### config.mk
export PLATFORM = sky130hd
export DESIGN_NAME = uart_fifo_ctrl
export DESIGN_NICKNAME = d
export VERILOG_FILES = /design/src/rtl/uart_fifo_ctrl_pkg.sv /design/src/rtl/uart_fifo_ctrl_sync_fifo.sv /design/src/rtl/uart_fifo_ctrl.sv
export SDC_FILE = /design/constraint.sdc
export NUM_CORES = 1
export LEC_CHECK = 0
export ABC_AREA = 1
export ABC_CLOCK_PERIOD_IN_PS = 2300
export BUFFER_PORTS_ARGS = -buffer_cell sky130_fd_sc_hd__buf_4
export CAP_MARGIN = 20
export CORE_ASPECT_RATIO = 0.6
export CORE_UTILIZATION = 49
export CTS_BUF_LIST = sky130_fd_sc_hd__clkbuf_8
export DETAILED_ROUTE_END_ITERATION = 10
export HOLD_SLACK_MARGIN = 0.06
export PLACE_DENSITY_LB_ADDON = 0.3
export SLEW_MARGIN = 20
export SYNTH_ARGS = -nofsm -noshare
export SYNTH_HDL_FRONTEND = slang
export SYNTH_HIERARCHICAL = 1
export SYNTH_SLANG_ARGS = --single-unit
### constraint.sdc
create_clock -name clk -period 2.3 [get_ports clk]
set_input_delay 0.46 -clock clk [delete_from_list [all_inputs] [get_ports clk]]
set_output_delay 0.46 -clock clk [all_outputs]
set_load 0.01 [all_outputs]
### src/rtl/uart_fifo_ctrl_pkg.sv
// Shared constants for the buffered UART sequencer: CSR status bit positions,
// command bit positions and the TX handshake state type.
package uart_fifo_ctrl_pkg;

  localparam int UART_CSR_TXFULL_BIT = 31;
  localparam int UART_CSR_RXNE_BIT   = 30;
  localparam int UART_CSR_RXOVF_BIT  = 29;
  localparam int UART_CSR_TXIDLE_BIT = 28;
  localparam int UART_CSR_TXDROP_BIT = 27;
  localparam int UART_CSR_FRMERR_BIT = 26;

  localparam int UART_CMD_FLAG_BIT  = 31;
  localparam int UART_CMD_POP_BIT   = 0;
  localparam int UART_CMD_CLEAR_BIT = 1;
  localparam int UART_CMD_FLUSH_BIT = 2;

  typedef enum logic [1:0] {
    TX_IDLE,
    TX_SEND,
    TX_WAIT_BUSY,
    TX_WAIT_DONE
  } uart_tx_state_t;

endpackage

### src/rtl/uart_fifo_ctrl_sync_fifo.sv
// Single-clock FIFO with flush; push while full is accepted only alongside a pop.
module sync_fifo #(
  parameter int WIDTH = 8,
  parameter int DEPTH = 16
) (
  input  logic                   clk,
  input  logic                   rst,
  input  logic                   push,
  input  logic                   pop,
  input  logic                   flush,
  input  logic [WIDTH-1:0]       din,
  output logic                   full,
  output logic                   empty,
  output logic [$clog2(DEPTH):0] count,
  output logic [WIDTH-1:0]       head
);

  localparam int AW = $clog2(DEPTH);
  localparam int CW = AW + 1;

  logic [WIDTH-1:0] mem [DEPTH];
  logic [AW-1:0]    rd_ptr;
  logic [AW-1:0]    wr_ptr;
  logic             do_push;
  logic             do_pop;

  assign full    = (count == CW'(DEPTH));
  assign empty   = (count == '0);
  assign do_pop  = pop && !empty;
  assign do_push = push && (!full || do_pop);
  assign head    = empty ? '0 : mem[rd_ptr];

  // Flush wins over any push or pop landing in the same cycle.
  always_ff @(posedge clk) begin
    if (rst || flush) begin
      rd_ptr <= '0;
      wr_ptr <= '0;
      count  <= '0;
    end else begin
      if (do_push) wr_ptr <= wr_ptr + AW'(1);
      if (do_pop)  rd_ptr <= rd_ptr + AW'(1);
      case ({do_push, do_pop})
        2'b10:   count <= count + CW'(1);
        2'b01:   count <= count - CW'(1);
        default: count <= count;
      endcase
    end
  end

  always_ff @(posedge clk) begin
    if (do_push && !flush && !rst) mem[wr_ptr] <= din;
  end

endmodule

### src/rtl/uart_fifo_ctrl.sv
// Buffered UART sequencer: TX/RX FIFOs behind one CSR word, plus the
// send/send_busy handshake towards uart_controller.
module uart_fifo_ctrl
  import uart_fifo_ctrl_pkg::*;
#(
  parameter int TX_DEPTH = 16,
  parameter int RX_DEPTH = 16
) (
  input  logic        clk,
  input  logic        rst,
  input  logic        csr_we,
  input  logic [31:0] csr_wdata,
  output logic [31:0] csr_rdata,
  output logic [7:0]  uart_send_data,
  output logic        uart_send,
  input  logic        uart_send_busy,
  input  logic [7:0]  uart_rev_data,
  input  logic        uart_rev_data_valid,
  input  logic        uart_rev_data_invalid
);

  uart_tx_state_t state;

  logic                      tx_full, tx_empty, rx_full, rx_empty;
  logic [$clog2(TX_DEPTH):0] tx_count;
  logic [$clog2(RX_DEPTH):0] rx_count;
  logic [7:0]                tx_head, rx_head;

  logic rx_valid_q, rx_invalid_q;
  logic rx_ovf, tx_drop, frm_err;

  logic is_cmd, tx_push, tx_pop, rx_pop, rx_edge, frm_edge;
  logic sticky_clear, flush;
  logic unused_bits;

  assign is_cmd       = csr_we && csr_wdata[UART_CMD_FLAG_BIT];
  assign tx_push      = csr_we && !csr_wdata[UART_CMD_FLAG_BIT];
  assign rx_pop       = is_cmd && csr_wdata[UART_CMD_POP_BIT];
  assign sticky_clear = is_cmd && csr_wdata[UART_CMD_CLEAR_BIT];
  assign flush        = is_cmd && csr_wdata[UART_CMD_FLUSH_BIT];
  assign rx_edge      = uart_rev_data_valid && !rx_valid_q;
  assign frm_edge     = uart_rev_data_invalid && !rx_invalid_q;
  assign tx_pop       = (state == TX_IDLE) && !tx_empty && !flush;
  assign unused_bits  = ^{csr_wdata[30:8], tx_count};

  sync_fifo #(.WIDTH(8), .DEPTH(TX_DEPTH)) u_tx_fifo (
    .clk   (clk),
    .rst   (rst),
    .push  (tx_push),
    .pop   (tx_pop),
    .flush (flush),
    .din   (csr_wdata[7:0]),
    .full  (tx_full),
    .empty (tx_empty),
    .count (tx_count),
    .head  (tx_head)
  );

  sync_fifo #(.WIDTH(8), .DEPTH(RX_DEPTH)) u_rx_fifo (
    .clk   (clk),
    .rst   (rst),
    .push  (rx_edge),
    .pop   (rx_pop),
    .flush (flush),
    .din   (uart_rev_data),
    .full  (rx_full),
    .empty (rx_empty),
    .count (rx_count),
    .head  (rx_head)
  );

  // A full FIFO still accepts a byte when a pop frees a slot in the same cycle.
  always_ff @(posedge clk) begin
    if (rst) begin
      rx_valid_q   <= 1'b0;
      rx_invalid_q <= 1'b0;
      rx_ovf       <= 1'b0;
      tx_drop      <= 1'b0;
      frm_err      <= 1'b0;
    end else begin
      rx_valid_q   <= uart_rev_data_valid;
      rx_invalid_q <= uart_rev_data_invalid;
      if (sticky_clear) begin
        rx_ovf  <= 1'b0;
        tx_drop <= 1'b0;
        frm_err <= 1'b0;
      end else begin
        if (rx_edge && rx_full && !rx_pop)  rx_ovf  <= 1'b1;
        if (tx_push && tx_full && !tx_pop)  tx_drop <= 1'b1;
        if (frm_edge)                       frm_err <= 1'b1;
      end
    end
  end

  always_ff @(posedge clk) begin
    if (rst) begin
      state          <= TX_IDLE;
      uart_send      <= 1'b0;
      uart_send_data <= '0;
    end else begin
      case (state)
        TX_IDLE: begin
          uart_send <= 1'b0;
          if (tx_pop) begin
            uart_send_data <= tx_head;
            uart_send      <= 1'b1;
            state          <= TX_SEND;
          end
        end
        TX_SEND: begin
          uart_send <= 1'b0;
          state     <= TX_WAIT_BUSY;
        end
        TX_WAIT_BUSY: begin
          uart_send <= 1'b0;
          if (uart_send_busy) state <= TX_WAIT_DONE;
        end
        TX_WAIT_DONE: begin
          uart_send <= 1'b0;
          if (!uart_send_busy) state <= TX_IDLE;
        end
        default: begin
          uart_send <= 1'b0;
          state     <= TX_IDLE;
        end
      endcase
    end
  end

  always_comb begin
    csr_rdata                      = '0;
    csr_rdata[UART_CSR_TXFULL_BIT] = tx_full;
    csr_rdata[UART_CSR_RXNE_BIT]   = !rx_empty;
    csr_rdata[UART_CSR_RXOVF_BIT]  = rx_ovf;
    csr_rdata[UART_CSR_TXIDLE_BIT] = tx_empty && (state == TX_IDLE);
    csr_rdata[UART_CSR_TXDROP_BIT] = tx_drop;
    csr_rdata[UART_CSR_FRMERR_BIT] = frm_err;
    csr_rdata[23:16]               = 8'(rx_count);
    csr_rdata[7:0]                 = rx_head;
  end

endmodule
# Yosys cells after proc, flatten, opt, wreduce, memory -nomap -nowiden
# Memory sizes are Yosys's and may differ from the RTL's. A register that Yosys moved wholly into a read port is not among the register bits.
# Index checks and enable logic that the tools add are counted.
[word_totals] memories=2 out_inout_bits=41 ff_bits=34 ramBits=256 elab_cells=95 inputBits=46
[mem_list] name="u_rx_fifo.mem" words=16 word_bits=8 rd=1 rd_clocked_by_memory_dff=1 wr=1 line_no="uart_fifo_ctrl_sync_fifo.sv:21" source="logic [WIDTH-1:0] mem [DEPTH];"
[mem_list] name="u_tx_fifo.mem" words=16 word_bits=8 rd=1 rd_clocked_by_memory_dff=1 wr=1 line_no="uart_fifo_ctrl_sync_fifo.sv:21"
[classes] mux=15 add_sub_neg=8 n_eq_ne=12 n_reduce_logical=45
[op_table] cell="$logic_and A1 B1 Y1" count=22
[op_table] cell="$pmux W5 S2" count=2
[op_table] cell="$add A4 B1 Y4 const B" count=4
[op_table] cell="$logic_not A1 Y1" count=11
[op_table] cell="$add A5 B1 Y5 const B" count=2
[op_table] cell="$eq A5 B5 Y1 const B" count=2
[op_table] cell="$logic_not A5 Y1" count=2
[op_table] cell="$sub A5 B1 Y5 const B" count=2
[op_table] cell="$eq A2 B2 Y1 const B" count=4
[op_table] cell="$mux W4" count=2
[op_table] cell="$mux W8" count=1
[op_table] cell="$pmux W2 S4" count=1
[op_table] cell="$eq A2 B1 Y1 const B" count=3
[op_table] cell="$mux W2" count=3
[op_table] cell="$ne A2 B2 Y1 const B" count=3
[op_table] cell="$mux W1" count=5
[op_table] cell="$reduce_bool A2 Y1" count=2
[op_table] cell="$logic_or A1 B1 Y1" count=3
[op_table] cell="$reduce_and A3 Y1" count=1
[op_table] cell="$reduce_or A3 Y1" count=1
[op_table] cell="$logic_not A2 Y1" count=1
[op_table] cell="$pmux W1 S2" count=1
[op_table] cell="$reduce_and A2 Y1" count=1
[op_table] cell="$reduce_or A2 Y1" count=1

# Longest topological paths before layout
# Gate-level depths: netlist of run 1.
[logic_depth] depth_word=11 ltp_mapped=16 ltp_nobuf=16

# Cells and area by module
# Netlist of run 1, hierarchy kept.
[by_module_without_submodules] module="sync_fifo (u_tx_fifo)" cells_each=556 n_inst=1 area_each_um2=6170.9
[by_module_without_submodules] module="sync_fifo (u_rx_fifo)" cells_each=554 n_inst=1 area_each_um2=6137.1
[by_module_without_submodules] module="uart_fifo_ctrl" cells_each=107 n_inst=1 area_each_um2=814.5

# Worst setup path after synthesis of run 1
# No wires, ideal clock.
[synth_timing] kind="flip-flop to flip-flop" start="reg u_tx_fifo.count[4]" end="reg u_tx_fifo.count[4]" path_slack_ns=-0.014 arrival_time_ns=2.199 path_buffers=0 path_stages_with_launch=14 required_ns=2.185 cell_sequence="dfxtp_1 > inv_1 > nand3_2 > clkinv_1 > nor2_2 > nand2_2 > inv_2 > nand3_2 > fa_1 > o21ai_0 > a21o_1 > nand2_1 > a21oi_1 > nor2_1"
[synth_via] elab_chain_len=9
[synth_lines] item="start: declaration" line_no="uart_fifo_ctrl_sync_fifo.sv:14" source="output logic [$clog2(DEPTH):0] count,"
[synth_lines] item="start signal: assignment" line_no="uart_fifo_ctrl_sync_fifo.sv:43" source="2'b10: count <= count + CW'(1);"
[synth_lines] item="start signal: assignment" line_no="uart_fifo_ctrl_sync_fifo.sv:44" source="2'b01: count <= count - CW'(1);"
[synth_lines] item="start signal: assignment" line_no="uart_fifo_ctrl_sync_fifo.sv:45" source="default: count <= count;"
[synth_lines] item="$logic_not A5 Y1 *" line_no="uart_fifo_ctrl_sync_fifo.sv:28" source="assign empty = (count == '0);"
[synth_lines] item="net tx_empty" line_no="uart_fifo_ctrl.sv:24" source="logic tx_full, tx_empty, rx_full, rx_empty;"
[synth_lines] item="$logic_not A1 Y1 *" line_no="uart_fifo_ctrl.sv:43" source="assign tx_pop = (state == TX_IDLE) && !tx_empty && !flush;"
[synth_lines] item="$logic_and A1 B1 Y1 * (2 in series)" line_no="uart_fifo_ctrl.sv:43"
[synth_lines] item="net tx_pop" line_no="uart_fifo_ctrl.sv:32" source="logic is_cmd, tx_push, tx_pop, rx_pop, rx_edge, frm_edge;"
[synth_lines] item="$logic_and A1 B1 Y1 *" line_no="uart_fifo_ctrl_sync_fifo.sv:29" source="assign do_pop = pop && !empty;"
[synth_lines] item="$logic_or A1 B1 Y1" line_no="uart_fifo_ctrl_sync_fifo.sv:30" source="assign do_push = push && (!full || do_pop);"
[synth_lines] item="$logic_and A1 B1 Y1" line_no="uart_fifo_ctrl_sync_fifo.sv:30"
[synth_lines] item="$eq A2 B1 Y1 or $eq A2 B2 Y1 (tied branches)" line_no="uart_fifo_ctrl_sync_fifo.sv:42" source="case ({do_push, do_pop})"
[synth_lines] item="$pmux W5 S2 or $reduce_bool A2 Y1 (tied branches)"
# The timed path passes the listed nets; every way through them passes the cells marked *.
# A chain may end at the register's enable or synchronous reset.

==> run summary, run 1 <==
Synth unique cells - 39
Final Slew Violations - 0
RSZ-0062 raised after global routing - yes
Initial cell density of the core - 0.509
Synthesized area - 13,100 um2
H-Tree Depth - 2
Max Cap Viol - 0
Synth area leader - edfxtp_1
Top-area cell type share of the netlist area - 0.586
CTS Buf Count - 45
Die ar. - 27,500 um2
FILL cells - 2,102
Top Ports - 87
Worst setup slack after layout - -0.162 ns
Startpoint Class - flop
Final hold violations - 0
Worst-path maximum fanout - 8
Achievable Freq - 0.406 GHz
I/O Buffers - 50
Dpl cell area - 14,000 um2
Xor/xnor cell area share of the yosys netlist - 0.00467
DRT iter0 DRCs - 888
HPWL after detailed placement - 19.9 mm
Drt drc - 0
Worst slew pin tran - 0.670 ns
Syn avg cell area - 10.8 um2
Most common flop cell mapped by yosys - edfxtp_1
Kind of critical path - flop to output pin
Worst-case clock buffer depth - 3
Vias in the first global route - 8,270
Reg2reg start - state[0]$_SDFFE_PP0P_
Detailed Routing Iterations Pass 1 - 5
Chip width - 213 um
Post-Synth Simple-Gate Area - 0.226
Hold path cells - 2
Antenna Violating Nets Remaining - 0
P&R area growth vs syn - 16.7%
Hold Path Origin - rst
CP Data Required Time - 1.84 ns
Routed vias/inst - 5.30
Syn Inst Count - 1,217
YS warnings - 6
Chip height - 129 um
Average wire per standard cell - 18.2 um
First-pass GRT wire length - 47.3 mm
Fin Clk Skew - 0.0261 ns
Final period util - 1.07
Top post-synthesis cells by area - edfxtp_1 (59%), nand2_1 (10%), nand3_1 (8.1%), dfxtp_1 (7.6%), nor2_1 (2.5%)
Failing checks - negative setup slack
CTS tree - done
Core area - 25,800 um2
Clk root buf - clkbuf_8
Global Route Usage Sum - 0.231
Final GP Congestion - 0.870
Antenna violations before repair - 0
Synth cell count leaders - nand2_1 (359), edfxtp_1 (256), nand3_1 (212), nor2_1 (88), dfxtp_1 (50)
Routed wire length - 31.3 mm
#FFs+latches synth - 306
Worst Reg-to-Reg Cells - 12
Row cnt - 45
Total gr overflow - 0
Post-synthesis mux area share - 0
Layout Nets - 1,400
Time the worst path needs with I/O delays and setup - 2.46 ns
Largest family of logic cells by synthesized area - simple AND/OR/NAND/NOR gates
Clock Latency Late Sink - 0.57 ns
Share of cells above drive strength 1 - 0.216
CP Capture Type - output pin
Async S/R FF share, synth - 0
Vias - 9,118
WP data arrival - 2.00 ns
Pin count of the biggest net entering global routing - 58
Most common cell in the netlist - nand2_1
Min-Delay Path Class - input pin to flop
Design Area, Final - 15,300 um2
Leak pwr - 5.99 nW
Clk pin slew, worst setup/hold paths - 0.07 ns
Cell Pwr Density - 923 nW/um2
Synth Area in Compound Gates - 0.0283
# setup viols final - 8
Seq/Total Area, Yosys - 0.662
Number of synthesized flops with an enable pin - 256
Peak VDD IR - 547 uV
Outcome - finished, violations left
Tot Pwr - 14.1 mW
Post-Synth Adder-Cell Area - 0.0212
Worst hold slack - 0.119 ns
Max_slew headroom - 0.553
TritonCTS sink count - 306
# diodes - 0
## flip-flops by register name, summed over array words and instances, names as in the netlist, named ones only
register	flops
rx_invalid_q	1
uart_send_data	8
rx_valid_q	1
u_rx_fifo/wr_ptr	4
u_tx_fifo/mem	128
rx_ovf	1
u_rx_fifo/mem	128
u_rx_fifo/count	5
u_tx_fifo/rd_ptr	4
u_tx_fifo/count	5
u_rx_fifo/rd_ptr	4
state	2
tx_drop	1
u_tx_fifo/wr_ptr	4
uart_send	1
frm_err	1
## critical path, stage by stage, from the launching register on
cell and delay (ns):
dfxtp_4 0.45, buf_12 0.16, clkbuf_16 0.18, nand2_4 0.05, nand3_2 0.09, nand3_2 0.07, nand2_1 0.10, nand2_1 0.07
a21oi_2 0.13, buf_4 0.13
## logic make-up after synthesis
family / count (synthesis)
XOR/XNOR: 7
other: 1
AND/OR/NAND/NOR: 687
flip-flops: 306
buffers and inverters: 127
adder cells (fa/ha/maj): 21
AO/OA/AOI/OAI: 68
## layout make-up
type / instances / area, um2 / area share
flip-flops and latches: 306 / 8690 / 0.568
multi-input cells: 796 / 4000 / 0.261
repair buffers: 126 / 1130 / 0.0738
clock buffers: 48 / 661 / 0.0432
well taps: 352 / 440 / 0.0288
inverters: 58 / 236 / 0.0154
clock inverters: 34 / 148 / 0.00964
## routing by layer
layer	routed length [um]	vias to the layer above	GRT usage
li1	-	4369	-
met1	15500	4323	0.380
met2	12300	374	0.305
met3	2950	52	0.0454
met4	485	0	0.0580
met5	0	-	0
## what timing repair did
item,CTS,global route
hold buffers,0,0
pin swaps,2,42
gates resized for setup,26,70
cloned,4,2
setup buffers,3,0
endpoints found under the setup margin,9,111
## path summary, 6_finish.rpt
kind / end / slack, ns
worst min register to register: rx_ovf$_SDFFE_PP0P_ / 0.48
worst max register to register: u_tx_fifo/mem[7][5]$_DFFE_PP_ / 0.14
worst max-delay path: csr_rdata[5] / -0.16
worst min-delay path: uart_send$_SDFF_PP0_ / 0.12
## cell usage in the layout (no fill, tap or decap), drive strengths merged
| cell | count |
|---|---|
| nand2 | 367 |
| edfxtp | 256 |
| nand3 | 220 |
| buf | 124 |
| nor2 | 96 |
| inv | 72 |
| clkbuf | 50 |
| dfxtp | 50 |
| a21oi | 35 |
| o21ai | 28 |
| ha | 19 |
| clkinv | 18 |
| conb | 13 |
| xor2 | 5 |
| clkinvlp | 2 |
| xnor2 | 2 |
| nand4 | 2 |
| fa | 2 |
| a31oi | 2 |
| o21a | 1 |
| nor4 | 1 |
| nand3b | 1 |
| a21o | 1 |
| a21boi | 1 |
## where the power goes
| part | internal, mW | switching, mW |
|---|---|---|
| Sequential | 6.19 | 0.136 |
| Clock | 1.94 | 2.04 |
| Combinational | 1.32 | 2.51 |
## through the flow
| step | setup TNS [ns] | setup slack [ns] | std cells | util |
|---|---|---|---|---|
| 2_1_floorplan | 0 | 0.0831 | 1229 | - |
| 3_3_place_gp | 0 | 0.0624 | 1630 | 0.543 |
| 3_5_place_dp | 0 | 0.0293 | 1630 | 0.543 |
| 4_1_cts | -1.13 | -0.160 | 1719 | 0.583 |
| 5_1_grt | -1.78 | -0.269 | 1720 | 0.594 |
| 6_report | -0.990 | -0.162 | 1720 | 0.594 |
Power figures use the tool's default switching activity.
==> run 2: changes to the inputs <==
--- a/config.mk
+++ b/config.mk
@@ -12,11 +12,11 @@
 export CORE_ASPECT_RATIO = 0.6
 export CORE_UTILIZATION = 49
 export CTS_BUF_LIST = sky130_fd_sc_hd__clkbuf_8
+export CTS_CLUSTER_DIAMETER = 80
 export DETAILED_ROUTE_END_ITERATION = 10
 export HOLD_SLACK_MARGIN = 0.06
 export PLACE_DENSITY_LB_ADDON = 0.3
 export SLEW_MARGIN = 20
 export SYNTH_ARGS = -nofsm -noshare
 export SYNTH_HDL_FRONTEND = slang
-export SYNTH_HIERARCHICAL = 1
 export SYNTH_SLANG_ARGS = --single-unit
==> run 2 against run 1 <==
Net effect:
- the run still ends with negative setup slack left
- worst setup slack lost 0.011 ns
- power shrank 0.15%
- final cell count up 5.2%
- highest routed layer unchanged
- sequential share of layout area is 2.5 points lower
- largest power group unchanged
- critical path type unchanged
==> run summary, run 2 <==
P&R area growth vs syn - 20.2%
Worst-path maximum fanout - 8
Achievable Freq - 0.404 GHz
Worst setup slack after layout - -0.173 ns
Commonest non-fill, non-tap cell in the layout - nand2_1
Final GP Congestion - 0.835
Total gr overflow - 0
Max Cap Viol - 0
Time the worst path needs with I/O delays and setup - 2.47 ns
Pin count of the biggest net entering global routing - 46
Synth cell count leaders - nand2_1 (403), edfxtp_1 (256), nand3_1 (203), inv_1 (111), nor2_1 (66)
Routed wire length - 33.8 mm
Clk root buf - clkbuf_8
Seq/Total Area, Yosys - 0.652
DRT iter0 DRCs - 971
Leak pwr - 6.54 nW
Kind of critical path - flop to output pin
Xor/xnor cell area share of the yosys netlist - 0.00796
Cell Pwr Density - 889 nW/um2
FILL cells - 2,101
Detailed Routing Iterations Pass 1 - 7
Power Internal - 9.52 mW
H-Tree Depth - 2
Post-Synth Adder-Cell Area - 0.0239
Post-Synth Simple-Gate Area - 0.229
Most frequent cells in the layout - nand2_1 (373), edfxtp_1 (256), nand3_1 (175)
Global Route Usage Sum - 0.238
CP Capture Type - output pin
Max_slew headroom - 0.530
Hold-fix buffers, CTS - 0
# diodes - 0
Vias in the first global route - 8,607
Row cnt - 46
Worst-case clock buffer depth - 3
Final period util - 1.08
Syn Inst Count - 1,279
Top Ports - 87
TritonCTS sink count - 302
Die ar. - 27,600 um2
Dpl cell area - 14,300 um2
Syn avg cell area - 10.3 um2
Startpoint Class - flop
Top post-synthesis cells by area - edfxtp_1 (58%), nand2_1 (11%), nand3_1 (7.7%), dfxtp_1 (7.0%), inv_1 (3.2%)
Core area - 26,400 um2
Net Sw Power - 4.59 mW
Routed vias/inst - 5.29
Initial cell density of the core - 0.500
Worst slew pin tran - 0.700 ns
Design Area, Final - 15,900 um2
Async S/R FF share, synth - 0
Chip width - 214 um
Tot Pwr - 14.1 mW
Share of cells above drive strength 1 - 0.215
Clk pin slew, worst setup/hold paths - 0.06 ns
YS warnings - 0
First-pass GRT wire length - 49.6 mm
# setup viols final - 8
Regs by FF count - u_rx_fifo.mem x128, u_tx_fifo.mem x128, uart_send_data x8
Synth Area in Compound Gates - 0.0245
I/O Buffers - 50
CTS Buf Count - 45
CTS tree - done
Sequential share of power - 0.446
Number of synthesized flops with an enable pin - 256
#FFs+latches synth - 302
Synth area leader - edfxtp_1
Largest family of logic cells by synthesized area - simple AND/OR/NAND/NOR gates
Chip height - 129 um
CP Data Required Time - 1.84 ns
HPWL after detailed placement - 20.2 mm
Most common cell in the netlist - nand2_1
Top-area cell type share of the netlist area - 0.582
Layout Nets - 1,483
Synthesized area - 13,200 um2
Clock Latency Late Sink - 0.57 ns
Average wire per standard cell - 18.7 um
Most common flop cell mapped by yosys - edfxtp_1
Outcome - finished, violations left
WP data arrival - 2.01 ns
Failing checks - negative setup slack
Clk pwr share - 0.290
Final hold violations - 0
Vias - 9,569
Switch share - 0.325
Peak VDD IR - 476 uV
Min-Delay Path Class - input pin to flop
Antenna violations before repair - 0
Logic pwr share - 0.264
Final Slew Violations - 0
Post-synthesis mux area share - 0.000853
Drt drc - 0
Synth unique cells - 40
Pre-CTS WS - -0.0617 ns
Worst hold slack - 0.111 ns
Antenna Violating Nets Remaining - 0
Fin Clk Skew - 0.0394 ns
RSZ-0062 raised after global routing - yes
==> run 2: cell count changes after synthesis, moves of 8 or more <==
cell	delta
nand2_1	+44
buf_6	-13
nand3_1	-9
o21ai_1	-8
inv_1	+64
nor2_1	-22
clkbuf_1	+15
buf_2	+12
==> run 2: critical path, stage by stage, from the launching register on <==
cell	delay (ns)
dfxtp_4	0.40
buf_12	0.17
clkbuf_16	0.18
nand2_1	0.06
nand3_1	0.10
nand3_1	0.11
nand2_1	0.09
nand2_1	0.06
a21oi_2	0.15
buf_4	0.14
==> run 2: cells by family (layout without fill, tap and decap cells) <==
family                   count (synthesis)  in the layout
buffers and inverters                  187            345
flip-flops                             302            302
multiplexers                             1              1
XOR/XNOR                                12             12
other                                    1             13
AND/OR/NAND/NOR                        696            696
adder cells (fa/ha/maj)                 24             24
AO/OA/AOI/OAI                           56             56
==> run 2: worst paths after layout <==
check                                   from                               to  slack (ns)  depth (start not counted)
max                                     flop                     csr_rdata[3]       -0.17                          9
min                    uart_rev_data_invalid          rx_invalid_q$_SDFF_PP0_        0.11                          3
max reg2reg  u_rx_fifo.count[1]$_SDFFE_PP0P_  u_rx_fifo.count[4]$_SDFFE_PP0P_        0.19                         14
min reg2reg            state[0]$_SDFFE_PP0P_            state[0]$_SDFFE_PP0P_        0.49                          2
==> run 2: cell type report <==
class	count	area (um2)	share of cell area
well taps	360	450	0.0284
clock inverters	36	174	0.0110
multi-input cells	802	4130	0.260
clock buffers	47	647	0.0408
flip-flops and latches	302	8620	0.543
repair buffers	145	1400	0.0882
inverters	117	453	0.0285
==> run 2: timing repair <==
action,in CTS,in global routing
cloned,8,4
pin swaps,11,42
resized for setup,34,74
buffers inserted,6,2
endpoints found under the setup margin,8,12
endpoints found under the hold margin,0,0
==> run 2: power groups by stage <==
stage                     combinational (mW)  sequential (mW)  clock [mW]
final                                   3.73             6.30        4.09
after global routing                    4.08             6.32        4.39
after CTS                               3.53             6.28        4.13
after detailed placement                3.43             6.40           0
after global placement                  3.36             6.39           0
after floorplan                         2.13             6.37           0
==> run 2: through the flow <==
stage / utilization / setup TNS [ns] / instances
3_5_place_dp: 0.543 / -0.0927 / 1709
5_1_grt: 0.601 / -1.62 / 1809
2_1_floorplan: - / 0 / 1291
6_report: 0.601 / -0.950 / 1809
4_1_cts: 0.589 / -0.985 / 1806
3_3_place_gp: 0.543 / 0 / 1709
==> run 2: layer usage <==
metal | GRT usage | up-vias | wire [um]
met5 | 0 | - | 0
met4 | 0.0677 | 0 | 609
met3 | 0.0535 | 53 | 3030
met2 | 0.322 | 416 | 13700
met1 | 0.378 | 4585 | 16500
li1 | - | 4515 | -
==> run 3: changes to the inputs <==
--- a/config.mk
+++ b/config.mk
@@ -16,6 +16,7 @@
 export DETAILED_ROUTE_END_ITERATION = 10
 export HOLD_SLACK_MARGIN = 0.06
 export PLACE_DENSITY_LB_ADDON = 0.3
+export REMOVE_ABC_BUFFERS = 1
 export SLEW_MARGIN = 20
 export SYNTH_ARGS = -nofsm -noshare
 export SYNTH_HDL_FRONTEND = slang
==> run 3 against run 2 <==
Net effect:
- the flow still finishes with violations (negative setup slack)
- cell area fell by 0.52%
- register-to-register slack got worse by 0.09 ns
- count of clock-buffer cells in the layout rose by 1
- final cell count fell by 0.88%
- utilization fell by 0.31 points
- sequential share of layout area rose by 0.29 points
- maximum frequency barely moved
- critical path type unchanged
- highest routed layer unchanged
==> run summary, run 3 (same netlist as run 2, synthesis figures left out) <==
HPWL after detailed placement - 20.3 mm
Routed vias/inst - 5.25
Max Cap Viol - 0
Regs by FF count - u_rx_fifo.mem x128, u_tx_fifo.mem x128, uart_send_data x8
Final hold violations - 0
Pre-CTS WS - -0.135 ns
Chip width - 214 um
Antenna Violating Nets Remaining - 0
Clock Latency Late Sink - 0.54 ns
Kind of critical path - flop to output pin
Fin Clk Skew - 0.0267 ns
Startpoint Class - flop
TritonCTS sink count - 302
Crit path max-delay family - buffers and inverters
Initial cell density of the core - 0.500
Antenna violations before repair - 0
Critical path's largest stage delay - 0.37 ns
Share of cells above drive strength 1 - 0.214
Leak pwr - 6.56 nW
Worst slew pin tran - 0.632 ns
Dpl cell area - 14,400 um2
Layout Utilization - 0.598
Placed insts - 1,711
CP Data Required Time - 1.84 ns
Vias - 9,421
Final std cells w/o fill - 1,793
Worst-case clock buffer depth - 3
Final GP Congestion - 0.912
RSZ-0062 raised after global routing - yes
Final Slew Violations - 0
Detailed Routing Iterations Pass 1 - 5
# setup viols final - 8
Clk root buf - clkbuf_8
Routed wire length - 32.5 mm
DRT iter0 DRCs - 1,068
Pin count of the biggest net entering global routing - 45
Die ar. - 27,600 um2
Buffers & Inverters on Critical Path - 4
Drt drc - 0
Design Area, Final - 15,800 um2
Row cnt - 46
Min-Delay Path Class - input pin to flop
Max_slew headroom - 0.576
Hold-fix buffers, CTS - 0
Time the worst path needs with I/O delays and setup - 2.48 ns
# diodes - 0
CP max stage cell - dfxtp_4
CTS tree - done
Achievable Freq - 0.404 GHz
P&R area growth vs syn - 19.6%
First-pass GRT wire length - 49.7 mm
Vias in the first global route - 8,791
Worst hold slack - 0.148 ns
WP data arrival - 2.02 ns
Layout Nets - 1,477
Core area - 26,400 um2
Worst setup slack after layout - -0.175 ns
Crit path cell chain - clkinvlp_4 > buf_12 > buf_12 > nand3_4 > nand3_4 > nand2_2 > nand2_2 > a21oi_2 > buf_4
Outcome - finished, violations left
Cell Pwr Density - 872 nW/um2
Global Route Usage Sum - 0.235
FILL cells - 2,117
Final period util - 1.08
Worst-path maximum fanout - 6
Clk pin slew, worst setup/hold paths - 0.07 ns
Failing checks - negative setup slack
Peak VDD IR - 416 uV
Top Ports - 87
I/O Buffers - 50
CP Capture Type - output pin
CTS Buf Count - 45
Commonest non-fill, non-tap cell in the layout - nand2_1
Average wire per standard cell - 18.1 um
Chip height - 129 um
Most frequent cells in the layout - nand2_1 (392), edfxtp_1 (256), nand3_1 (151)
Total gr overflow - 0
H-Tree Depth - 2
## run 3: changes by cell type in the layout (fill, tap and decap cells not counted), moves of 3 or more
cell / change
nand3_1: -24
clkbuf_16: -4
buf_16: -3
inv_1: -7
a21oi_1: +3
nand3_4: +7
nand2_1: +19
a21oi_2: -3
nand3_2: +17
buf_6: -3
nand2_2: -18
## run 3: per-stage QoR
| step | total power, mW | setup TNS [ns] |
|---|---|---|
| 2_1_floorplan | 8.34 | -12.36 |
| 3_3_place_gp | 9.62 | -0.0542 |
| 3_5_place_dp | 9.73 | -0.179 |
| 4_1_cts | 13.8 | -1.09 |
| 5_1_grt | 14.4 | -1.81 |
| 6_report | 13.8 | -1.25 |
## run 3: final cells by class
cell class,instances,area [um2],share of cell area
sequential,302,8620,0.546
multi-input combinational,802,4230,0.268
timing repair buffer,139,1250,0.0789
clock buffer,48,661,0.0418
inverter,117,453,0.0287
tap,360,450,0.0285
clock inverter,25,124,0.00785
## run 3: report_power, final
part / total, mW / switching, mW / internal [mW]
Combinational: 3.55 / 2.22 / 1.33
Clock: 3.96 / 1.95 / 2.01
Sequential: 6.26 / 0.142 / 6.12
## run 3: worst paths after layout
check,start,end,slack [ns],cells after the start
worst max-delay path,flop,csr_rdata[7],-0.18,9
worst min-delay path,uart_rev_data_invalid,rx_invalid_q$_SDFF_PP0_,0.15,3
worst max register to register,u_tx_fifo.count[2]$_SDFFE_PP0P_,u_tx_fifo.count[4]$_SDFFE_PP0P_,0.10,14
worst min register to register,u_rx_fifo.rd_ptr[2]$_SDFFE_PP0P_,u_rx_fifo.rd_ptr[2]$_SDFFE_PP0P_,0.47,2
## run 3: repair_timing
item,4_1_cts,5_1_grt
resized for setup,80,35
endpoints found under the setup margin,10,11
pin swaps,47,14
gates cloned,6,0
setup buffers,5,0
## run 3: worst min-delay path: stages
cell	delay, ns
buf_4	0.07
inv_1	0.03
nor2_1	0.08
## run 3: per-layer routing
metal,up-vias,wire (um),global-route usage
met5,-,0,0
met4,0,691,0.0673
met3,57,3020,0.0514
met2,419,13500,0.329
met1,4463,15300,0.365
li1,4482,-,-
